`src/rtl/bram_equiv_monitor.sv`:
```
// Equivalence monitor for NCH true-dual-port memories. Each channel watches one
// armed address, tracks which bytes of it have been written, and compares
// golden vs implementation read data for those bytes once the read latency has
// elapsed. Collisions quarantine a channel until the next arm.
module bram_equiv_monitor #(
   parameter int NCH          = 2,
   parameter int ADDRWIDTH    = 10,
   parameter int DATAWIDTH    = 36,
   parameter int BYTEWIDTH    = 9,
   parameter int RD_LATENCY   = 1,
   parameter int CNT_WIDTH    = 16,
   parameter int STOP_ON_FAIL = 1
) (
   input  logic                                    clk,
   input  logic                                    rst,
   input  logic                                    arm,
   input  logic [NCH*ADDRWIDTH-1:0]                watch_addr,
   input  logic [2*NCH*ADDRWIDTH-1:0]              a,
   input  logic [2*NCH-1:0]                        re,
   input  logic [2*NCH-1:0]                        we,
   input  logic [2*NCH*(DATAWIDTH/BYTEWIDTH)-1:0]  be,
   input  logic [2*NCH*DATAWIDTH-1:0]              rd_gold,
   input  logic [2*NCH*DATAWIDTH-1:0]              rd_gate,
   output logic                                    busy,
   output logic [NCH*(DATAWIDTH/BYTEWIDTH)-1:0]    written,
   output logic [2*NCH-1:0]                        mismatch,
   output logic [NCH-1:0]                          collision,
   output logic                                    fail,
   output logic [CNT_WIDTH-1:0]                    mismatch_count,
   output logic [$clog2(2*NCH)-1:0]                first_fail_port
);

   localparam int NB = DATAWIDTH / BYTEWIDTH;
   localparam int NP = 2 * NCH;
   localparam int PW = $clog2(NP);
   localparam int SW = CNT_WIDTH + PW + 1;   // wide enough for count + all ports

   typedef enum logic [1:0] {S_IDLE, S_ARMED, S_STOPPED} state_t;

   state_t                     r_state;
   state_t                     w_state_next;
   logic [NCH*ADDRWIDTH-1:0]   r_watch;
   logic [NCH*NB-1:0]          r_written;
   logic [NP-1:0]              r_mismatch;
   logic [NCH-1:0]             r_collision;
   logic [CNT_WIDTH-1:0]       r_count;
   logic [PW-1:0]              r_ffp;

   logic                       w_active;
   logic [NP-1:0]              w_hit;
   logic [NP-1:0]              w_fail;
   logic [NCH-1:0]             w_coll;
   logic [NCH*NB-1:0]          w_wr_set;
   logic [SW-1:0]              w_nfail;
   logic [SW-1:0]              w_sum;
   logic [CNT_WIDTH-1:0]       w_count_next;
   logic [PW-1:0]              w_ffp_idx;

   // An arm pulse takes priority: nothing is tracked or compared in that cycle.
   assign w_active = (r_state == S_ARMED) && !arm;

   // Per-port watch hit, read-token pipeline and byte-masked compare.
   for (genvar gi = 0; gi < NP; gi++) begin : g_port
      localparam int CH = gi / 2;
      logic [RD_LATENCY-1:0] r_tok_valid;
      logic [RD_LATENCY-1:0] r_tok_ok;
      logic [NB-1:0]         r_tok_mask [RD_LATENCY];
      logic [NB-1:0]         w_byte_diff;

      assign w_hit[gi] = (a[gi*ADDRWIDTH +: ADDRWIDTH] == r_watch[CH*ADDRWIDTH +: ADDRWIDTH]);

      for (genvar gj = 0; gj < NB; gj++) begin : g_byte
         assign w_byte_diff[gj] = (rd_gold[gi*DATAWIDTH + gj*BYTEWIDTH +: BYTEWIDTH] !=
                                   rd_gate[gi*DATAWIDTH + gj*BYTEWIDTH +: BYTEWIDTH]);
      end

      assign w_fail[gi] = w_active && r_tok_valid[RD_LATENCY-1] && r_tok_ok[RD_LATENCY-1] &&
                          (|(w_byte_diff & r_tok_mask[RD_LATENCY-1]));

      // Shift read tokens so each one surfaces exactly when its data is valid.
      always_ff @(posedge clk) begin
         if (rst || arm) begin
            r_tok_valid <= '0;
            r_tok_ok    <= '0;
            for (int k = 0; k < RD_LATENCY; k++) r_tok_mask[k] <= '0;
         end else begin
            for (int k = RD_LATENCY-1; k > 0; k--) begin
               r_tok_valid[k] <= r_tok_valid[k-1];
               r_tok_ok[k]    <= r_tok_ok[k-1];
               r_tok_mask[k]  <= r_tok_mask[k-1];
            end
            r_tok_valid[0] <= w_active && re[gi] && w_hit[gi];
            // Quarantine applies already to the colliding cycle's own reads.
            r_tok_ok[0]    <= !(r_collision[CH] || w_coll[CH]);
            // Registered mask: a same-cycle write does not count for this read.
            r_tok_mask[0]  <= r_written[CH*NB +: NB];
         end
      end
   end

   // Per-channel collision detect and write-mask accumulation.
   for (genvar gi = 0; gi < NCH; gi++) begin : g_chan
      localparam int PA = 2*gi;
      localparam int PB = 2*gi + 1;
      logic w_same;
      assign w_same = (a[PA*ADDRWIDTH +: ADDRWIDTH] == a[PB*ADDRWIDTH +: ADDRWIDTH]);
      assign w_coll[gi] = w_active && w_same &&
                          ((we[PA] && (we[PB] || re[PB])) || (we[PB] && (we[PA] || re[PA])));
      assign w_wr_set[gi*NB +: NB] = ({NB{we[PA] && w_hit[PA]}} & be[PA*NB +: NB]) |
                                     ({NB{we[PB] && w_hit[PB]}} & be[PB*NB +: NB]);
   end

   // Count failing ports this cycle and find the lowest-index one.
   always_comb begin
      w_nfail   = '0;
      w_ffp_idx = '0;
      for (int i = NP-1; i >= 0; i--) begin
         w_nfail = w_nfail + SW'(w_fail[i]);
         if (w_fail[i]) w_ffp_idx = PW'(i);
      end
      w_sum        = SW'(r_count) + w_nfail;
      w_count_next = (|w_sum[SW-1:CNT_WIDTH]) ? {CNT_WIDTH{1'b1}} : w_sum[CNT_WIDTH-1:0];
   end

   // Next-state logic: arm always (re)enters ARMED; a failure may stop monitoring.
   always_comb begin
      w_state_next = r_state;
      unique case (r_state)
         S_IDLE:    if (arm) w_state_next = S_ARMED;
         S_ARMED: begin
            if (arm) w_state_next = S_ARMED;
            else if ((STOP_ON_FAIL != 0) && (|w_fail)) w_state_next = S_STOPPED;
         end
         S_STOPPED: if (arm) w_state_next = S_ARMED;
         default:   w_state_next = S_IDLE;
      endcase
   end

   // State register.
   always_ff @(posedge clk) begin
      if (rst) r_state <= S_IDLE;
      else     r_state <= w_state_next;
   end

   // Watch latch, write tracking and sticky result flags.
   always_ff @(posedge clk) begin
      if (rst) begin
         r_watch     <= '0;
         r_written   <= '0;
         r_mismatch  <= '0;
         r_collision <= '0;
         r_count     <= '0;
         r_ffp       <= '0;
      end else if (arm) begin
         r_watch     <= watch_addr;
         r_written   <= '0;
         r_mismatch  <= '0;
         r_collision <= '0;
         r_count     <= '0;
         r_ffp       <= '0;
      end else if (w_active) begin
         r_written   <= r_written | w_wr_set;
         r_collision <= r_collision | w_coll;
         r_mismatch  <= r_mismatch | w_fail;
         r_count     <= w_count_next;
         if ((|w_fail) && !(|r_mismatch)) r_ffp <= w_ffp_idx;
      end
   end

   assign busy            = (r_state == S_ARMED);
   assign written         = r_written;
   assign mismatch        = r_mismatch;
   assign collision       = r_collision;
   assign fail            = |r_mismatch;
   assign mismatch_count  = r_count;
   assign first_fail_port = r_ffp;

endmodule

```
`config.mk`:
```
export PLATFORM = sky130hd
export DESIGN_NAME = bram_equiv_monitor
export DESIGN_NICKNAME = d
export VERILOG_FILES = /design/src/rtl/bram_equiv_monitor.sv
export SDC_FILE = /design/constraint.sdc
export NUM_CORES = 1
export LEC_CHECK = 0
export ABC_AREA = 0
export ABC_CLOCK_PERIOD_IN_PS = 4100
export CELL_PAD_IN_SITES_DETAIL_PLACEMENT = 1
export CELL_PAD_IN_SITES_GLOBAL_PLACEMENT = 2
export CORE_MARGIN = 5
export CORE_UTILIZATION = 15
export CTS_CLUSTER_DIAMETER = 200
export CTS_CLUSTER_SIZE = 16
export DETAILED_ROUTE_END_ITERATION = 8
export GPL_ROUTABILITY_DRIVEN = 0
export PLACE_DENSITY = 0.83
export SYNTH_ARGS = -nofsm -noshare
export SYNTH_HDL_FRONTEND = slang
export SYNTH_SLANG_ARGS = --single-unit
```
`constraint.sdc`:
```
create_clock -name clk -period 4.1 [get_ports clk]
set_input_delay 1.23 -clock clk [delete_from_list [all_inputs] [get_ports clk]]
set_output_delay 1.23 -clock clk [all_outputs]
set_load 0.005 [all_outputs]
```
==> summary.md <==
| Metric | Value |
|---|---|
| Outcome | finished, violations left |
| Failing checks | negative setup slack |
| ANT nets after route | 0 |
| All-Layer GR Usage | 14.3% |
| Number of DRC markers in iteration 0 | 131 |
| Deepest clock path buffer count | 2 |
| WHS | 0.488 ns |
| Post-Synthesis Cells | 543 |
| Die width | 193 um |
| Slowest CP cell | fa_1 |
| Tmin final | 4.29 ns |
| Worst min-delay path category | reg -> reg |
| Crit path cell chain | clkdlybuf4s15_1 -> xnor2_1 -> nand4_1 -> o41ai_4 -> a41oi_4 -> fa_1 -> inv_2 -> fa_2 -> inv_2 -> fa_2 -> nand2_2 -> buf_6 -> nor2_4 -> nand2_2 -> or3_4 -> a21oi_2 |
| Dpl cells | 1417 |
| Area Growth Syn to Fin | 104% |
| Row count | 67 |
| Final HPWL DP | 24800 um |
| Max incr delay on CP | 0.54 ns |
| Total grt overflow | 0 |
| DR vias/cell | 4.02 |
| Synthesized flop and latch total | 68 |
| Number of synthesized flops with an enable pin | 0 |
| Total Power | 2260 uW |
| Commonest non-fill, non-tap cells in the layout | 263 x clkdlybuf4s50_1, 129 x xnor2_1, 68 x dfxtp_1 |
| Synth area leader | dfxtp_1 |
| Startpoint Class | input pin |
| Worst slew pin tran | 0.640 ns |
| Hold-fix buffer count after cts | 0 |
| Synth top area cells | dfxtp_1 27%, xnor2_1 26%, xor2_1 11% |
| CTS tree | yes |
| Worst-path fanout max | 5 |
| WL/cell | 19.9 um |
| Sequential fraction of the synthesis area | 27.2% |
| Most common cell after layout, fill and taps aside | clkdlybuf4s50_1 |
| Asr flop ratio synth | 0% |
| Pwr/cell area | 220 nW/um^2 |
| Cell Area, Synth | 5010 um^2 |
| Fin util | 30.7% |
| Final Routed Wirelength | 28600 um |
| Die area | 37200 um^2 |
| Setup violations, final | 14 |
| Max-cap check violation count | 0 |
| Die H | 193 um |
| Initial antenna violation count | 9 |
| CP Data Required Time | 4.37 ns |
| Pin count of the biggest net entering global routing | 25 |
| Number of CTS-inserted buffers | 9 |
| Worst setup margin | -0.195 ns |
| Synth cell types | 47 |
| CTS clock-pin slew for the worst setup and hold paths | 0.06 ns |
| # DRC | 0 |
| CTS Sinks | 68 |
| Max-slew violation count | 0 |
| Arr. time, crit path | 4.57 ns |
| Initial core utilization | 15.1% |
| Worst Skew | 0.00549 ns |
| Fin cells | 1437 |
| Layout net count | 1363 |
| Post-synth top area share | 27.2% |
| CTS root buf | clkbuf_16 |
| Relative slew slack | 57.2% |
| Router iterations before antenna repair | 4 |
| Max Clock Freq | 233 MHz |
| Ports | 409 |
| RSZ-0062 raised after global routing | true |
| Maximum VDD drop | 0.175 mV |
| First-pass GRT wire length | 39400 um |
| Detailed-route via count | 5780 |
| Worst Setup End Kind | register |
| Synth Flop Type | dfxtp_1 |
| CORE AREA | 33300 um^2 |
| Crit share post-route | 105% |
| Post-place setup slack | -1.02 ns |
| Vias in the first global route | 6449 |
| P_leak | 0.00375 uW |
| N_diodes | 0 |
| YS warnings | 0 |
| H-tree depth | 3 |
| Skew-Pair Late Insertion Delay | 0.35 ns |
| Share of cells above drive strength 1 | 22.2% |
| Critical path class | in -> reg |
| Port bufs | 408 |
| Net count after synthesis | 922 |
| Mapped Avg Cell Area | 9.23 um^2 |
| Final hold vios | 0 |
-- metrics by stage --
step | TNS (ns) | instance area, um^2
6_report | -1.87 | 10200
5_1_grt | -4.01 | 10200
4_1_cts | -2.25 | 10300
3_5_place_dp | -14.55 | 9820
3_3_place_gp | -14.60 | 9820
2_1_floorplan | -0.381 | 5020
-- path summary, 6_finish.rpt --
check              start                          to  slack, ns  depth (start not counted)
max          rd_gold[76]          mismatch_count[11]      -0.19                         16
min reg2reg   written[1]  g_port[1].r_tok_mask[0][1]       0.49                          1
min           written[1]  g_port[1].r_tok_mask[0][1]       0.49                          1
max reg2reg   r_state[0]          mismatch_count[10]       0.67                         17
-- what timing repair did --
action                     in CTS  in global routing
gates cloned                    0                  1
pin swaps                      90                 89
gates resized for setup       297                164
buffers inserted                3                  1
setup endpoints to repair      16                 16
hold endpoints to repair        0                  0
-- power breakdown --
part	leakage [uW]	internal, uW	switching (uW)	total, uW
combinational	0.00304	437	249	686
clock	0.000156	537	339	877
sequential	0.000553	675	16.8	692
-- layout make-up --
| cell class | instances | area (um^2) |
|---|---|---|
| clock buffer | 9 | 225 |
| sequential | 68 | 1360 |
| clock inverter | 7 | 98.8 |
| multi-input combinational | 460 | 4050 |
| tap | 448 | 561 |
| inverter | 6 | 22.5 |
| fill | 3874 | 23000 |
| timing repair buffer | 439 | 3920 |
-- cell usage after synthesis, types with 3 or more instances --
library cell,number
xnor2_1,151
dfxtp_1,68
xor2_1,63
nor2_1,39
nand4_1,27
nand3_1,26
mux2i_1,20
and2_1,16
a21oi_1,14
nand2_1,9
o41ai_1,9
a22oi_1,8
clkbuf_1,8
o21bai_1,8
o41ai_2,8
nor3_1,7
nor4_1,7
a31oi_1,5
and3_1,5
inv_1,5
o21ai_0,5
a41oi_2,3
fa_1,3
-- kinds of logic (layout without fill, tap and decap cells) --
| group | Yosys count | count (layout) | share of synthesized area [%] |
|---|---|---|---|
| compound gates | 69 | 69 | 11.7 |
| fa+ha+maj | 4 | 4 | 1.45 |
| buf+inv | 16 | 461 | 1.50 |
| xor+xnor | 214 | 214 | 37.4 |
| simple gates | 152 | 153 | 16.8 |
| mux | 20 | 20 | 3.99 |
| flops | 68 | 68 | 27.2 |
-- layer usage --
| metal | vias up | wire [um] | GRT usage (%) |
|---|---|---|---|
| met1 | 2722 | 10600 | 15.6 |
| li1 | 2767 | - | - |
| met4 | 14 | 454 | 3.46 |
| met3 | 44 | 2570 | 3.84 |
| met5 | - | 102 | 0 |
| met2 | 233 | 14900 | 27.3 |
-- state kept, by name, indices dropped and copies added, names as in the netlist --
register            count
mismatch                4
r_state                 2
g_port.r_tok_ok         2
first_fail_port         2
g_port.r_tok_mask       8
mismatch_count         16
r_watch                20
written                 8
collision               2
g_port.r_tok_valid      4
-- worst max-delay path: cells and delay by family --
kind,cells,cell delay [ns]
buffers and inverters,4,0.45
adder cells (fa/ha/maj),3,1.12
XOR/XNOR,1,0.15
AO/OA/AOI/OAI,3,0.74
AND/OR/NAND/NOR,5,0.87
No activity file was read; power rests on OpenSTA's default activity.
